$ cat src/rtl/instruction_loader_pkg.sv
`default_nettype none
// ============================================================================
//  Module      : instruction_loader_pkg
//  Description : Shared instruction-memory definitions: byte/word geometry,
//                HALT marker, loader state encodings and level macros.
//  Revision    : 1.0 - initial release
// ============================================================================

`ifndef INSTRUCTION_LOADER_MACROS
`define INSTRUCTION_LOADER_MACROS
`define CLEAR '0
`define HIGH  1'b1
`define LOW   1'b0
`endif

package instruction_loader_pkg;

    localparam int          BYTE_SIZE                  = 8;
    localparam int          DEFAULT_WORD_SIZE_IN_BYTES = 4;
    localparam int          DEFAULT_MEM_SIZE_IN_WORDS  = 64;
    localparam logic [31:0] INSTRUCTION_HALT           = 32'hFFFF_FFFF;

    localparam int LOADER_STATE_WIDTH = 3;

    typedef enum logic [LOADER_STATE_WIDTH-1:0] {
        ST_IDLE    = 3'd0,
        ST_CLEAR   = 3'd1,
        ST_RECEIVE = 3'd2,
        ST_WRITE   = 3'd3,
        ST_DONE    = 3'd4,
        ST_ERROR   = 3'd5
    } loader_state_t;

endpackage

`default_nettype wire

$ cat src/rtl/instruction_word_assembler.sv
`default_nettype none
// ============================================================================
//  Module      : instruction_word_assembler
//  Description : Packs incoming bytes little-endian into one instruction word.
//                word_ready flags the byte that completes the current word.
//  Revision    : 1.0 - initial release
// ============================================================================
module instruction_word_assembler
    import instruction_loader_pkg::*;
#(
    parameter  int WORD_SIZE_IN_BYTES = DEFAULT_WORD_SIZE_IN_BYTES,
    localparam int W     = BYTE_SIZE * WORD_SIZE_IN_BYTES,
    localparam int CNT_W = (WORD_SIZE_IN_BYTES > 1) ? $clog2(WORD_SIZE_IN_BYTES) : 1
) (
    input  logic                 i_clk,
    input  logic                 i_reset,
    input  logic                 clear,
    input  logic                 byte_valid,
    input  logic [BYTE_SIZE-1:0] byte_data,
    output logic [W-1:0]         word,
    output logic [CNT_W-1:0]     byte_cnt,
    output logic                 word_ready
);

    localparam logic [CNT_W-1:0] LAST_BYTE = CNT_W'(WORD_SIZE_IN_BYTES - 1);

    // The byte being accepted now is the final one of the word
    assign word_ready = byte_valid && (byte_cnt == LAST_BYTE);

    // Insert each byte at its little-endian slot and advance the byte counter
    always_ff @(posedge i_clk or posedge i_reset) begin
        if (i_reset) begin
            word     <= `CLEAR;
            byte_cnt <= `CLEAR;
        end else if (clear) begin
            word     <= `CLEAR;
            byte_cnt <= `CLEAR;
        end else if (byte_valid) begin
            word[BYTE_SIZE*byte_cnt +: BYTE_SIZE] <= byte_data;
            byte_cnt <= word_ready ? `CLEAR : byte_cnt + 1'b1;
        end
    end

endmodule
`default_nettype wire

$ cat src/rtl/instruction_loader.sv
`default_nettype none
// ============================================================================
//  Module      : instruction_loader
//  Description : Write-side front end of the instruction memory. Assembles
//                UART bytes into words, strobes them into memory until HALT,
//                and reports busy/done/error to the debug unit.
//  Revision    : 1.0 - initial release
// ============================================================================
module instruction_loader
    import instruction_loader_pkg::*;
#(
    parameter  int WORD_SIZE_IN_BYTES = DEFAULT_WORD_SIZE_IN_BYTES,
    parameter  int MEM_SIZE_IN_WORDS  = DEFAULT_MEM_SIZE_IN_WORDS,
    parameter  logic [BYTE_SIZE*WORD_SIZE_IN_BYTES-1:0] HALT_INSTRUCTION = INSTRUCTION_HALT,
    parameter  int TIMEOUT_CYCLES     = 1_000_000,
    localparam int W       = BYTE_SIZE * WORD_SIZE_IN_BYTES,
    localparam int COUNT_W = $clog2(MEM_SIZE_IN_WORDS + 1),
    localparam int TIMER_W = $clog2(TIMEOUT_CYCLES + 1),
    localparam int CNT_W   = (WORD_SIZE_IN_BYTES > 1) ? $clog2(WORD_SIZE_IN_BYTES) : 1
) (
    input  logic                 i_clk,
    input  logic                 i_reset,
    input  logic                 i_start,
    input  logic                 i_rx_valid,
    input  logic [BYTE_SIZE-1:0] i_rx_data,
    input  logic                 i_mem_full,
    output logic                 o_clear,
    output logic [W-1:0]         o_instruction,
    output logic                 o_instruction_write,
    output logic                 o_busy,
    output logic                 o_done,
    output logic                 o_error,
    output logic [COUNT_W-1:0]   o_word_count
);

    localparam logic [COUNT_W-1:0] MEM_WORDS    = COUNT_W'(MEM_SIZE_IN_WORDS);
    localparam logic [TIMER_W-1:0] TIMER_LAST   = TIMER_W'(TIMEOUT_CYCLES - 1);

    loader_state_t        state;
    loader_state_t        state_next;
    logic                 byte_accept;
    logic                 assembler_clear;
    logic                 word_ready;
    logic [CNT_W-1:0]     byte_cnt;
    logic [COUNT_W-1:0]   word_count;
    logic [COUNT_W-1:0]   word_count_inc;
    logic [TIMER_W-1:0]   timer;
    logic                 timer_expired;

    // Bytes enter only while loading; a simultaneous restart drops the byte
    assign byte_accept     = i_rx_valid && !i_start &&
                             ((state == ST_RECEIVE) || (state == ST_WRITE));
    assign assembler_clear = i_start || (state == ST_CLEAR);
    assign word_count_inc  = word_count + 1'b1;
    assign timer_expired   = (byte_cnt != '0) && !byte_accept && (timer == TIMER_LAST);
    assign o_word_count    = word_count;

    instruction_word_assembler #(
        .WORD_SIZE_IN_BYTES (WORD_SIZE_IN_BYTES)
    ) u_assembler (
        .i_clk      (i_clk),
        .i_reset    (i_reset),
        .clear      (assembler_clear),
        .byte_valid (byte_accept),
        .byte_data  (i_rx_data),
        .word       (o_instruction),
        .byte_cnt   (byte_cnt),
        .word_ready (word_ready)
    );

    // State register
    always_ff @(posedge i_clk or posedge i_reset) begin
        if (i_reset) state <= ST_IDLE;
        else         state <= state_next;
    end

    // Next-state and status outputs; restart overrides every state
    always_comb begin
        state_next          = state;
        o_clear             = `LOW;
        o_instruction_write = `LOW;
        o_busy              = `LOW;
        o_done              = `LOW;
        o_error             = `LOW;
        case (state)
            ST_IDLE: ;
            ST_CLEAR: begin
                o_clear    = `HIGH;
                o_busy     = `HIGH;
                state_next = ST_RECEIVE;
            end
            ST_RECEIVE: begin
                o_busy = `HIGH;
                if (i_mem_full)         state_next = ST_ERROR;
                else if (word_ready)    state_next = ST_WRITE;
                else if (timer_expired) state_next = ST_ERROR;
            end
            ST_WRITE: begin
                o_busy              = `HIGH;
                o_instruction_write = !i_mem_full;
                if (i_mem_full)                            state_next = ST_ERROR;
                else if (o_instruction == HALT_INSTRUCTION) state_next = ST_DONE;
                else if (word_count_inc == MEM_WORDS)       state_next = ST_ERROR;
                else                                        state_next = ST_RECEIVE;
            end
            ST_DONE:  o_done  = `HIGH;
            ST_ERROR: o_error = `HIGH;
            default:  state_next = ST_IDLE;
        endcase
        if (i_start) state_next = ST_CLEAR;
    end

    // Words written in the current load; zeroed as soon as a load restarts
    always_ff @(posedge i_clk or posedge i_reset) begin
        if (i_reset)                                word_count <= `CLEAR;
        else if (i_start || (state == ST_CLEAR))    word_count <= `CLEAR;
        else if (o_instruction_write)               word_count <= word_count_inc;
    end

    // Inter-byte idle timer, live only while a word is partially assembled
    always_ff @(posedge i_clk or posedge i_reset) begin
        if (i_reset)                                               timer <= `CLEAR;
        else if (i_start || (state != ST_RECEIVE) || byte_accept)  timer <= `CLEAR;
        else if (byte_cnt != '0)                                   timer <= timer + 1'b1;
    end

endmodule
`default_nettype wire

$ cat config.mk
export PLATFORM = sky130hd
export DESIGN_NAME = instruction_loader
export DESIGN_NICKNAME = d
export VERILOG_FILES = /design/src/rtl/instruction_loader_pkg.sv /design/src/rtl/instruction_word_assembler.sv /design/src/rtl/instruction_loader.sv
export SDC_FILE = /design/constraint.sdc
export NUM_CORES = 1
export LEC_CHECK = 0
export ABC_AREA = 1
export BUFFER_PORTS_ARGS = -buffer_cell sky130_fd_sc_hd__buf_2
export CAP_MARGIN = 0
export CORE_MARGIN = 5
export CORE_UTILIZATION = 30
export CTS_CLUSTER_DIAMETER = 60
export DETAILED_ROUTE_END_ITERATION = 7
export PLACE_DENSITY = 0.59
export SYNTH_ARGS = -nofsm -noshare
export SYNTH_HDL_FRONTEND = slang
export SYNTH_HIERARCHICAL = 1
export SYNTH_SLANG_ARGS = --single-unit
$ cat constraint.sdc
create_clock -name i_clk -period 2.5 [get_ports i_clk]
set_clock_uncertainty 0.15 [all_clocks]
set_input_delay 0.25 -clock i_clk [delete_from_list [all_inputs] [get_ports i_clk]]
set_output_delay 0.25 -clock i_clk [all_outputs]
set_load 0.01 [all_outputs]
After elaboration in Yosys (flattened, before gate mapping)

Index checks and enable logic that the tools add are counted.

Multiply operators: 0
Equal/unequal tests: 12
Muxes and demuxes: 23
Shift operators: 2
$lt $le $gt $ge: 0
Reductions and logical operators: 20
Bitwise operators: 0
Divide/modulo/power cells: 0
Add/subtract/negate cells: 4

Operators by type and width:

| operator                                                                 | number |
|---|---|
| 32-bit 2-to-1 mux                                                        | 2 |
| 20-bit 2-to-1 mux                                                        | 2 |
| 5-bit negation with 34-bit output                                        | 1 |
| 8-bit by 34-bit variable shift with 32-bit output (first input constant) | 1 |
| 8-bit by 34-bit indexed part select with 32-bit output                   | 1 |
| 32-bit bitwise mux                                                       | 1 |
| 32-bit equality test (second input constant)                             | 1 |
| 3-bit 2-to-1 mux                                                         | 7 |
| 20-bit by 1-bit adder with 20-bit output (second input constant)         | 1 |
| 20-bit equality test (second input constant)                             | 1 |
| 7-bit 2-to-1 mux                                                         | 2 |
| 3-bit case mux with 4 select lines                                       | 1 |
| 2-bit nonzero test                                                       | 4 |
| 7-bit by 1-bit adder with 7-bit output (second input constant)           | 1 |
| 7-bit equality test (second input constant)                              | 1 |
| 3-bit by 2-bit equality test with 1-bit output (second input constant)   | 2 |
| 3-bit equality test (second input constant)                              | 2 |
| 2-bit 2-to-1 mux                                                         | 3 |
| 3-bit OR reduction                                                       | 2 |
| 1-bit logical AND                                                        | 5 |
| 1-bit 2-to-1 mux                                                         | 5 |
| 5-bit by 4-bit != test with 1-bit output (second input constant)         | 1 |
| 1-bit logical OR                                                         | 4 |
| 3-bit by 1-bit equality test with 1-bit output (second input constant)   | 1 |
| 7 further kinds                                                          | 9 |

Output and inout bits: 44
Word-level logic and storage cells: 66
Memory bits (read-only): 0
RAM bits: 0
Memories kept: 0
Register bits: 64
Bits in latches: 0

Longest topological paths before layout

Gate-level depths: netlist of the first run.

Depth in word-level cells: 11
Gate-level depth with buffers: 13

Cells and area by module

Netlist of the first run, hierarchy kept.

By module, submodules not included:

| module                     | seq. area each (um2) | instances | area each (um2) | cells an instance |
|---|---|---|---|---|
| instruction_loader         | 750.7                | 1         | 2003.2          | 287 |
| instruction_word_assembler | 850.8                | 1         | 1746.7          | 235 |

Worst setup path before layout of the first run

No wires, ideal clock.

Path kind: register to register
From: reg state[0]
To: reg u_assembler.word[16]
Data arrival time: 1417 ps
Stages on the path, launching flop included: 12
Clock period less this slack: 1696 ps
Setup time: 129 ps
Buffers on the path: 0
Path slack: 804 ps
Data required time: 2221 ps
Path through: dfrtp_1 -> inv_1 -> nor2_1 -> inv_2 -> nor2_2 -> inv_2 -> nand2_2 -> inv_2 -> nand2_4 -> inv_2 -> nand2_1 -> o21ai_0

Elaborated cells on any way between the ends: 8

RTL lines:

| element                                                        | line                             | RTL |
|---|---|---|
| start, declared                                                | instruction_loader.sv:39         | `loader_state_t state;` |
| start signal, assigned                                         | instruction_loader.sv:74         | `else state <= state_next;` |
| 3-bit by 1-bit equality test with 1-bit output *               | instruction_loader.sv:53         | `assign assembler_clear = i_start \|\| (state == ST_CLEAR);` |
| 1-bit logical OR *                                             | instruction_loader.sv:53         |  |
| named net assembler_clear                                      | instruction_loader.sv:42         | `logic assembler_clear;` |
| 32-bit 2-to-1 mux / 2-bit nonzero test (equally long branches) | n/a                              |  |
| end signal, assigned                                           | instruction_word_assembler.sv:33 | `` word <= `CLEAR; `` |
| end signal, assigned                                           | instruction_word_assembler.sv:36 | `` word <= `CLEAR; `` |
| end signal, assigned by index                                  | instruction_word_assembler.sv:39 | `word[BYTE_SIZE*byte_cnt +: BYTE_SIZE] <= byte_data;` |
| end, declared                                                  | instruction_word_assembler.sv:20 | `output logic [W-1:0] word,` |

Mark *: on every way through the listed nets, which the timed path passes. The rest lies on a longest branch.
A chain may end at the register's enable or synchronous reset.

Final worst setup path of the first run

From: reg state[0]
To: reg u_assembler.word[23]

Same word-level chain as after synthesis.

==> impl_results.md, run 1 <==
- Commonest cells post-synth: nand2_1 (186), dfrtp_1 (64), inv_1 (63), nor2_1 (57), a21oi_1 (24)
- RD Place Congestion: 0.9101
- R2R cell count: 11
- Die height: 121.8 µm
- Fmax: 485.8 MHz
- Core ar.: 0.01211 mm²
- Die ar.: 0.01484 mm²
- Syn nets: 542
- FF+latch count, synth: 64
- Yosys top cell area share: 42.71%
- Initial antenna violation count: 0
- RSZ-0062 raised after global routing: no
- Synth area leader: dfrtp_1
- CTS sink count: 64
- CTS Buf Count: 9
- Power Dens Cells: 650.5 mW/mm²
- TNS Setup: 0 ns
- R2r endpoint: u_assembler/word[23]
- Number of iterations in the first detailed-routing pass: 4
- Routed WL: 9490 µm
- Async S/R FF share, synth: 100.0%
- N_diodes: 0
- Initial DRC count: 222
- Clk buf depth: 2
- Largest net degree at the start of global routing: 35
- Switching Fraction: 33.01%
- CTS clk-pin slew, worst paths: 0.05 ns
- EDFF count, synth: 0
- Chip width: 121.8 µm
- Post-detail-place hpwl: 7190 µm
- Crit path capture type: flop
- Filler cells: 1298
- Crit Path Max Fanout: 13
- P_int: 1.946 mW
- Register area share after synthesis: 42.71%
- Worst skew pair latency: 0.32 ns
- CP required: 2.54 ns
- Type of the tightest min-delay check: in2reg
- VDD IR max: 0.2333 mV
- Top-count cell post-synth: nand2_1
- Port Buf Inserts: 56
- Global-route usage over all layers: 13.52%
- DR WL/cell: 12.54 µm
- Sw Pwr: 0.9588 mW
- Worst setup SP type: flop
- Gate power share: 23.0%
- Setup violations, final: 0
- Critical R2R Launch: state[0]
- Post-synth top flop: dfrtp_1
- Cell count after synthesis: 522
- Fin nets: 606
- Endpoints failing hold: 0
- Initial core utilization: 30.96%
- Netlist cell types: 30
- Max-slew headroom: 70.40%
- DR vias: 3437
- Tmin final: 2.059 ns
- MaxCap Viol Count: 0
- Post-route DRC: 0
- Mean Syn Cell Area: 7.184 µm²
- Worst reg2reg setup slack: 0.44 ns
- Status: complete, no violations
- First-pass GRT wire length: 16270 µm
- Number of vias per cell: 4.540
- Crit share post-route: 82.34%
- CTS tree: built
- Leakage: 2.294 nW
- Final Max Slew Viols: 0
- ANT nets after route: 0
- Kind of critical path: reg2reg
- Final core area utilization: 36.87%
- Clk pwr share: 38.2%
- Share of cells above drive strength 1: 19.52%
- Power share of the sequential group: 38.9%
- CTS root buf: clkbuf_16
- Hold Path End: u_assembler/word[5]
- Post-Syn Area: 0.003750 mm²
- Worst slew pin tran: 0.4440 ns
- Hold path start: i_rx_data[5]
- FP Rows: 40
- WP data arrival: 2.10 ns
- Vias in the first global route: 3468
- Area Growth Syn to Fin: 19.09%
- Yosys warns: 6
- Worst hold stages: 5
- Post-CTS setup buffer count: 0
- H-Tree Depth: 3
- Total global routing overflow: 0
- # IOs: 57
- Area contributors post-synth: dfrtp_1 (43%), nand2_1 (19%), inv_1 (6.3%)
[per-stage QoR]
| stage | instance area (µm²) | power, mW | worst slack (ns) | cells | hold slack [ns] |
|---|---|---|---|---|---|
| finish | 4466 | 2.905 | 0.4415 | 757 | 0.1145 |
| global placement | 4200 | 1.795 | 0.5104 | 742 | 0.2208 |
| floorplan | 3750 | 1.638 | 0.8036 | 522 | 0.1908 |
| global route | 4466 | 3.071 | 0.2497 | 757 | 0.1219 |
| CTS | 4466 | 2.944 | 0.4428 | 757 | 0.1017 |
| detailed placement | 4200 | 1.810 | 0.4712 | 742 | 0.2195 |
[repair_timing]
| item | 4_1_cts | 5_1_grt |
|---|---|---|
| hold endpoints to repair | 64 | 0 |
| resized for setup | 0 | 0 |
| hold buffers | 1 | 0 |
[cells in the final DEF, fill, tap and decap left out, drive strengths merged]
master       count
a211oi           1
a21oi           26
buf             58
clkbuf          13
clkinv           1
dfrtp           64
dlygate4sd3      1
ha               7
inv             75
nand2          194
nand3           26
nand4            6
nor2            70
nor3            15
o21a             1
o21ai           25
o21bai           1
o22ai            1
o31ai            1
or2              1
xor2             2
[per-layer routing]
metal | up-vias | part of all wire [%] | global-route usage [%]
met5 | - | 0 | 0
met2 | 91 | 47 | 22.00
met3 | 12 | 5.4 | 3.621
li1 | 1745 | - | -
met4 | 0 | 1.5 | 4.622
met1 | 1589 | 46 | 17.37
[cells by family (layout without fill, tap and decap cells)]
family / Yosys count / after routing / share of synthesized area [%]
flip-flops: 64 / 64 / 42.71
buffers and inverters: 81 / 148 / 8.976
AND/OR/NAND/NOR: 312 / 312 / 37.40
adder cells (fa/ha/maj): 7 / 7 / 2.336
XOR/XNOR: 2 / 2 / 0.4672
AO/OA/AOI/OAI: 56 / 56 / 8.109
[power by group through the flow]
stage	clock network (mW)	registers (mW)	logic, mW
4_1_cts	1.15	1.13	0.670
3_3_place_gp	0	1.14	0.654
5_1_grt	1.18	1.14	0.757
3_5_place_dp	0	1.14	0.665
2_1_floorplan	0	1.14	0.496
6_report	1.11	1.13	0.667
[cell type report]
type | count | area [µm²] | area share (%)
Clock buffer | 13 | 250.2 | 5.604
Inverter | 75 | 281.5 | 6.304
Tap cell | 168 | 210.2 | 4.707
Sequential cell | 64 | 1602 | 35.86
Clock inverter | 1 | 5.005 | 0.1121
Timing Repair Buffer | 59 | 305.3 | 6.837
Multi-Input combinational cell | 377 | 1812 | 40.57
[worst max path at each step]
| stage | startpoint | to | slack, ns |
|---|---|---|---|
| finish | state[0] | u_assembler/word[23] | 0.44 |
| global route | state[0] | u_assembler/word[18] | 0.25 |
| CTS | state[0] | u_assembler/word[23] | 0.44 |
| detailed placement | state[0] | u_assembler/word[18] | 0.47 |
| global placement | state[0] | u_assembler/word[17] | 0.51 |
| floorplan | state[0] | u_assembler/word[16] | 0.80 |
[state kept, by name, indices dropped and copies added, names as in the netlist]
| register | count |
|---|---|
| state | 3 |
| o_word_count | 7 |
| u_assembler/word | 32 |
| timer | 20 |
| u_assembler/byte_cnt | 2 |
[critical path, cell delays in order, from the launching register on]
cell and delay, ns:
dfrtp_1 0.45, inv_1 0.11, nor2_1 0.16, inv_2 0.07
nor2_2 0.17, inv_2 0.05, nand2_2 0.19, inv_2 0.18
nand2_4 0.16, inv_2 0.09, nand2_1 0.06, o21ai_0 0.08
(Power assumes the default switching activity.)
==> run 2: changes to the inputs <==
- clock period: 2.5 -> 2 ns (I/O delays scaled with it)
==> run 2 against run 1 <==
- hold slack worse by 0.049 ns
- via count is 0.35% higher
- final area is 2.7% higher
- highest routed layer unchanged
- cell count is 1.1% higher
- core utilization is 0.98 points higher
- critical path depth is 5 lower
- combinational power is 37% higher
==> impl_results.md, run 2 (synthesis gave the netlist of run 1 again) <==
- Post-detail-place hpwl: 7401 µm (was 7190 µm)
- Cells after DPL: 746 (was 742)
- Largest net degree at the start of global routing: 35 (unchanged)
- Number of vias per cell: 4.508 (was 4.540)
- CTS clk-pin slew, worst paths: 0.06 ns (was 0.05 ns)
- Share of cells above drive strength 1: 21.78% (was 19.52%)
- RD Place Congestion: 0.8882 (was 0.9101)
- FP Rows: 40 (unchanged)
- N_diodes: 0 (unchanged)
- Multi-input logic area: 0.001819 mm² (was 0.001812 mm²)
- Fin nets: 614 (was 606)
- DR WL/cell: 12.82 µm (was 12.54 µm)
- CTS tree: built (unchanged)
- Global-route usage over all layers: 13.97% (was 13.52%)
- Max-slew headroom: 69.66% (was 70.40%)
- Port Buf Inserts: 56 (unchanged)
- Area Growth Syn to Fin: 22.26% (was 19.09%)
- WP data arrival: 1.94 ns (was 2.10 ns)
- Crit path capture type: flop (unchanged)
- Routed WL: 9806 µm (was 9490 µm)
- Chip width: 121.8 µm (unchanged)
- Most common cell after layout, fill and taps aside: nand2_1 (unchanged)
- Setup violations, final: 0 (unchanged)
- MaxCap Viol Count: 0 (unchanged)
- Endpoints failing hold: 0 (unchanged)
- Register name with the most flops: u_assembler/word (unchanged)
- Kind of critical path: reg2reg (unchanged)
- CTS sink count: 64 (unchanged)
- Core ar.: 0.01211 mm² (unchanged)
- First-pass GRT wire length: 16730 µm (was 16270 µm)
- Worst setup SP type: flop (unchanged)
- H-Tree Depth: 3 (unchanged)
- Clk buf depth: 2 (unchanged)
- Die ar.: 0.01484 mm² (unchanged)
- Initial DRC count: 211 (was 222)
- Most frequent cells in the layout: nand2_1 (185), inv_1 (62), dfrtp_1 (62), nor2_1 (57), buf_2 (56) (was nand2_1 (186), dfrtp_1 (64), inv_1 (63), nor2_1 (57), buf_2 (56))
- Final Max Slew Viols: 0 (unchanged)
- Crit Path Max Fanout: 8 (was 13)
- CP required: 2.08 ns (was 2.54 ns)
- Initial core utilization: 30.96% (unchanged)
- CTS root buf: clkbuf_16 (unchanged)
- CTS Buf Count: 9 (unchanged)
- RSZ-0062 raised after global routing: no (unchanged)
- DR vias: 3449 (was 3437)
- R2R cell count: 6 (was 11)
- Worst slew pin tran: 0.4551 ns (was 0.4440 ns)
- TNS Setup: 0 ns (unchanged)
- Status: complete, no violations (unchanged)
- Initial antenna violation count: 0 (unchanged)
- Total global routing overflow: 0 (unchanged)
- Leakage: 2.341 nW (was 2.294 nW)
- ANT nets after route: 0 (unchanged)
- # IOs: 57 (unchanged)
- Largest register FFs: 32 (unchanged)
- Tot Pwr: 3.902 mW (was 2.905 mW)
- Number of iterations in the first detailed-routing pass: 6 (was 4)
- Vias in the first global route: 3611 (was 3468)
- Worst hold stages: 3 (was 5)
- VDD IR max: 0.4616 mV (was 0.2333 mV)
- Crit share post-route: 92.99% (was 82.34%)
- Die height: 121.8 µm (unchanged)
- Register area: 0.001604 mm² (was 0.001602 mm²)
- Hold slack: 0.06580 ns (was 0.1145 ns)
- Fmax: 537.7 MHz (was 485.8 MHz)
- Tmin final: 1.860 ns (was 2.059 ns)
- Post-route DRC: 0 (unchanged)
- Type of the tightest min-delay check: in2reg (unchanged)
- Worst skew pair latency: 0.33 ns (was 0.32 ns)
- Cell Count, Final, Fillers Out: 765 (was 757)
- Filler cells: 1319 (was 1298)
- Power Dens Cells: 851.1 mW/mm² (was 650.5 mW/mm²)
run 2: layout make-up:
type,count,share of cell area [%]
clock buffer,11,5.513
clock inverter,3,0.9279
inverter,75,6.332
multi-input combinational,377,39.68
sequential,64,34.99
tap,168,4.585
timing repair buffer,67,7.969
run 2: layer usage:
layer  vias to the layer above  GRT usage (%)  part of all wire (%)
met2                        62          23.03                    47
met5                         -              0                     0
met3                        10          4.782                   5.2
met1                      1613          17.78                    46
li1                       1764              -                     -
met4                         0          3.011                  0.99
run 2: timing repair:
| action | CTS | global route |
|---|---|---|
| hold buffers | 1 | 0 |
| buffers inserted | 0 | 4 |
| endpoints found under the setup margin | 0 | 35 |
| endpoints found under the hold margin | 64 | 0 |
| resized for setup | 0 | 8 |
run 2: worst paths after layout:
kind | slack (ns) | startpoint | end
worst min register to register | 0.35 | u_assembler/word[24] | u_assembler/word[24]
min in group asynchronous | 0.36 | i_reset | timer[3]
max in group asynchronous | 0.98 | i_reset | u_assembler/word[16]
worst min-delay path | 0.07 | i_start | state[0]
worst max-delay path | 0.14 | u_assembler/byte_cnt[0] | u_assembler/word[19]
worst max register to register | 0.14 | u_assembler/byte_cnt[0] | u_assembler/word[19]
run 2: per-stage QoR:
step,setup slack [ns],utilization (%),instance area [µm²]
6_report,0.1401,37.85,4584
5_1_grt,0.0003253,37.85,4584
4_1_cts,0.05187,37.45,4536
3_5_place_dp,0.07307,34.93,4230
3_3_place_gp,0.1480,34.93,4230
2_1_floorplan,0.3036,-,3750
run 2: where the power goes:
part           switching (mW)  total (mW)  internal, mW
registers              0.0684        1.42          1.35
logic                   0.627       0.912         0.285
clock network           0.559        1.57          1.02
run 2: critical path, cell delays in order, from the launching register on:
cell     delay, ns
dfrtp_1       0.50
inv_1         0.17
ha_1          0.41
nand2_1       0.07
inv_1         0.05
nand2_1       0.16
o21ai_0       0.25
==> run 3: changes to the inputs <==
- ABC_AREA: 1 -> not set
- RECOVER_POWER: not set -> 100
==> run 3 against run 2 <==
- via count shrank 18%
- fmax is 3.4% lower
- die area is 11% lower
- non-clock buffer count increased by 27
- wire length decreased by 11%
- global-route usage down 0.16 points
- register-to-register slack worse by 0.07 ns
- first-iteration DRC count decreased by 53%
- total power fell by 25%
- flip-flop and latch count unchanged
- hold slack worse by 0.038 ns
- critical endpoint is now u_assembler/word[7]
- highest routed layer unchanged
==> impl_results.md, run 3 <==
- Synth area leader: dfrtp_1 (unchanged)
- Mean Syn Cell Area: 10.39 µm² (was 7.184 µm²)
- Largest register FFs: 32 (unchanged)
- Post-Syn Area: 0.003313 mm² (was 0.003750 mm²)
- Post-route DRC: 0 (unchanged)
- Total global routing overflow: 0 (unchanged)
- Number of vias per cell: 5.136 (was 4.508)
- Die height: 115.1 µm (was 121.8 µm)
- TNS Setup: 0 ns (unchanged)
- MaxCap Viol Count: 0 (unchanged)
- Crit path capture type: flop (unchanged)
- Largest net degree at the start of global routing: 31 (was 35)
- Async S/R FF share, synth: 100.0% (unchanged)
- Most common cell after layout, fill and taps aside: dfrtp_1 (was nand2_1)
- FP Rows: 38 (was 40)
- Vias in the first global route: 2908 (was 3611)
- Netlist cell types: 55 (was 30)
- Type of the tightest min-delay check: in2reg (unchanged)
- Syn nets: 339 (was 542)
- # IOs: 57 (unchanged)
- Yosys warns: 6 (unchanged)
- Leakage: 1.680 nW (was 2.341 nW)
- FF+latch count, synth: 64 (unchanged)
- ANT nets after route: 0 (unchanged)
- R2R cell count: 6 (unchanged)
- Status: complete, no violations (unchanged)
- Initial core utilization: 30.56% (was 30.96%)
- EDFF count, synth: 0 (unchanged)
- Area contributors post-synth: dfrtp_1 (48%), a32o_1 (4.8%), nor2_1 (3.5%) (was dfrtp_1 (43%), nand2_1 (19%), inv_1 (6.3%))
- Power Dens Cells: 695.4 mW/mm² (was 851.1 mW/mm²)
- Yosys top cell area share: 48.34% (was 42.71%)
- DR WL/cell: 15.72 µm (was 12.82 µm)
- Setup violations, final: 0 (unchanged)
- Worst setup SP type: flop (unchanged)
- Global-route usage over all layers: 13.81% (was 13.97%)
- Worst hold stages: 3 (unchanged)
- Kind of critical path: reg2reg (unchanged)
- CTS tree: built (unchanged)
- Commonest cells post-synth: dfrtp_1 (64), nor2_1 (31), nand2_1 (23), a32o_1 (16), inv_1 (15) (was nand2_1 (186), dfrtp_1 (64), inv_1 (63), nor2_1 (57), a21oi_1 (24))
- Crit share post-route: 96.32% (was 92.99%)
- Post-detail-place hpwl: 6230 µm (was 7401 µm)
- Worst slew pin tran: 0.7897 ns (was 0.4551 ns)
- Initial DRC count: 100 (was 211)
- Initial antenna violation count: 0 (unchanged)
- Share of cells above drive strength 1: 20.10% (was 21.78%)
- Post-synth top flop: dfrtp_1 (unchanged)
- Clk buf depth: 2 (unchanged)
- N_diodes: 0 (unchanged)
- CTS sink count: 64 (unchanged)
- Cell count after synthesis: 319 (was 522)
- Top-count cell post-synth: dfrtp_1 (was nand2_1)
- Register name with the most flops: u_assembler/word (unchanged)
- WP data arrival: 2.02 ns (was 1.94 ns)
- Max-slew headroom: 47.35% (was 69.66%)
- Die ar.: 0.01325 mm² (was 0.01484 mm²)
- DR vias: 2840 (was 3449)
- First-pass GRT wire length: 14440 µm (was 16730 µm)
- H-Tree Depth: 3 (unchanged)
- CTS Buf Count: 9 (unchanged)
- CTS clk-pin slew, worst paths: 0.07 ns (was 0.06 ns)
- VDD IR max: 0.3321 mV (was 0.4616 mV)
- Worst skew pair latency: 0.34 ns (was 0.33 ns)
- Core ar.: 0.01084 mm² (was 0.01211 mm²)
- Crit Path Max Fanout: 16 (was 8)
- Chip width: 115.1 µm (was 121.8 µm)
- Hold slack: 0.02806 ns (was 0.06580 ns)
- Tmin final: 1.926 ns (was 1.860 ns)
- Final Max Slew Viols: 0 (unchanged)
- RD Place Congestion: 0.8016 (was 0.8882)
- Endpoints failing hold: 0 (unchanged)
- Port Buf Inserts: 56 (unchanged)
- Routed WL: 8692 µm (was 9806 µm)
- Fin nets: 428 (was 614)
- CP required: 2.09 ns (was 2.08 ns)
- Most frequent cells in the layout: dfrtp_1 (62), clkbuf_1 (43), nor2_1 (30), nand2_1 (23), buf_4 (23) (was nand2_1 (185), inv_1 (62), dfrtp_1 (62), nor2_1 (57), buf_2 (56))
- CTS root buf: clkbuf_8 (was clkbuf_16)
- Number of iterations in the first detailed-routing pass: 4 (was 6)
- Register area share after synthesis: 48.34% (was 42.71%)
- Area Growth Syn to Fin: 26.21% (was 22.26%)
- Fmax: 519.1 MHz (was 537.7 MHz)
## run 3: metal layers
| layer | track usage [%] | wire length [µm] | up-vias |
|---|---|---|---|
| li1 | - | - | 1362 |
| met1 | 18.07 | 4026 | 1397 |
| met2 | 22.03 | 4141 | 75 |
| met3 | 4.158 | 439 | 6 |
| met4 | 4.304 | 84 | 0 |
| met5 | 0 | 0 | - |
## run 3: report_power, final
group          total, mW  internal, mW  switching, mW  leakage, nW
clock               1.03         0.518          0.516       0.0886
sequential          1.35          1.32         0.0307        0.888
combinational      0.527         0.231          0.295        0.704
## run 3: final cells by class
| class | count | area [µm²] |
|---|---|---|
| clock inverters | 4 | 28.78 |
| flip-flops and latches | 64 | 1604 |
| inverters | 15 | 56.30 |
| well taps | 140 | 175.2 |
| repair buffers | 94 | 541.8 |
| multi-input cells | 224 | 1620 |
| clock buffers | 12 | 155.1 |
| fillers | 1095 | 6659 |
## run 3: logic make-up after synthesis
logic type | Yosys count | synth area share (%)
xor+xnor | 21 | 5.551
simple gates | 134 | 23.49
fa+ha+maj | 7 | 2.643
buf+inv | 31 | 4.305
flops | 64 | 48.34
mux | 1 | 0.3021
compound gates | 61 | 15.37
## run 3: worst max-delay path: stages (launching register included)
cell and delay [ns]:
dfrtp_1 0.40, nand2b_4 0.15, nor2_2 0.05, or2_4 0.25, or3b_4 0.39, buf_6 0.17, o32ai_2 0.26
## run 3: per-stage QoR
step,area [µm²],utilization [%],cells,power (mW),worst slack [ns]
finish,4182,38.57,553,2.908,0.07367
global route,4182,38.57,553,3.057,-0.01027
CTS,4190,38.65,551,2.899,0.00001832
detailed placement,3966,36.59,531,1.850,0.01294
global placement,3966,36.59,531,1.842,0.06827
floorplan,3339,-,319,1.657,-0.1654
## run 3: timing repair
action,CTS,global route
endpoints found under the hold margin,46,0
hold buffers,4,0
buffers inserted,0,2
resized for setup,0,16
setup endpoints to repair,0,25
## run 3: path summary, 6_finish.rpt
kind	slack, ns	to	from
max	0.07	u_assembler/word[7]	state[1]
max reg2reg	0.07	u_assembler/word[7]	state[1]
min	0.03	u_assembler/word[4]	i_rx_data[4]
min reg2reg	0.38	u_assembler/word[30]	u_assembler/word[30]
max in group asynchronous	0.48	u_assembler/word[7]	i_reset
min in group asynchronous	0.31	u_assembler/byte_cnt[1]	i_reset
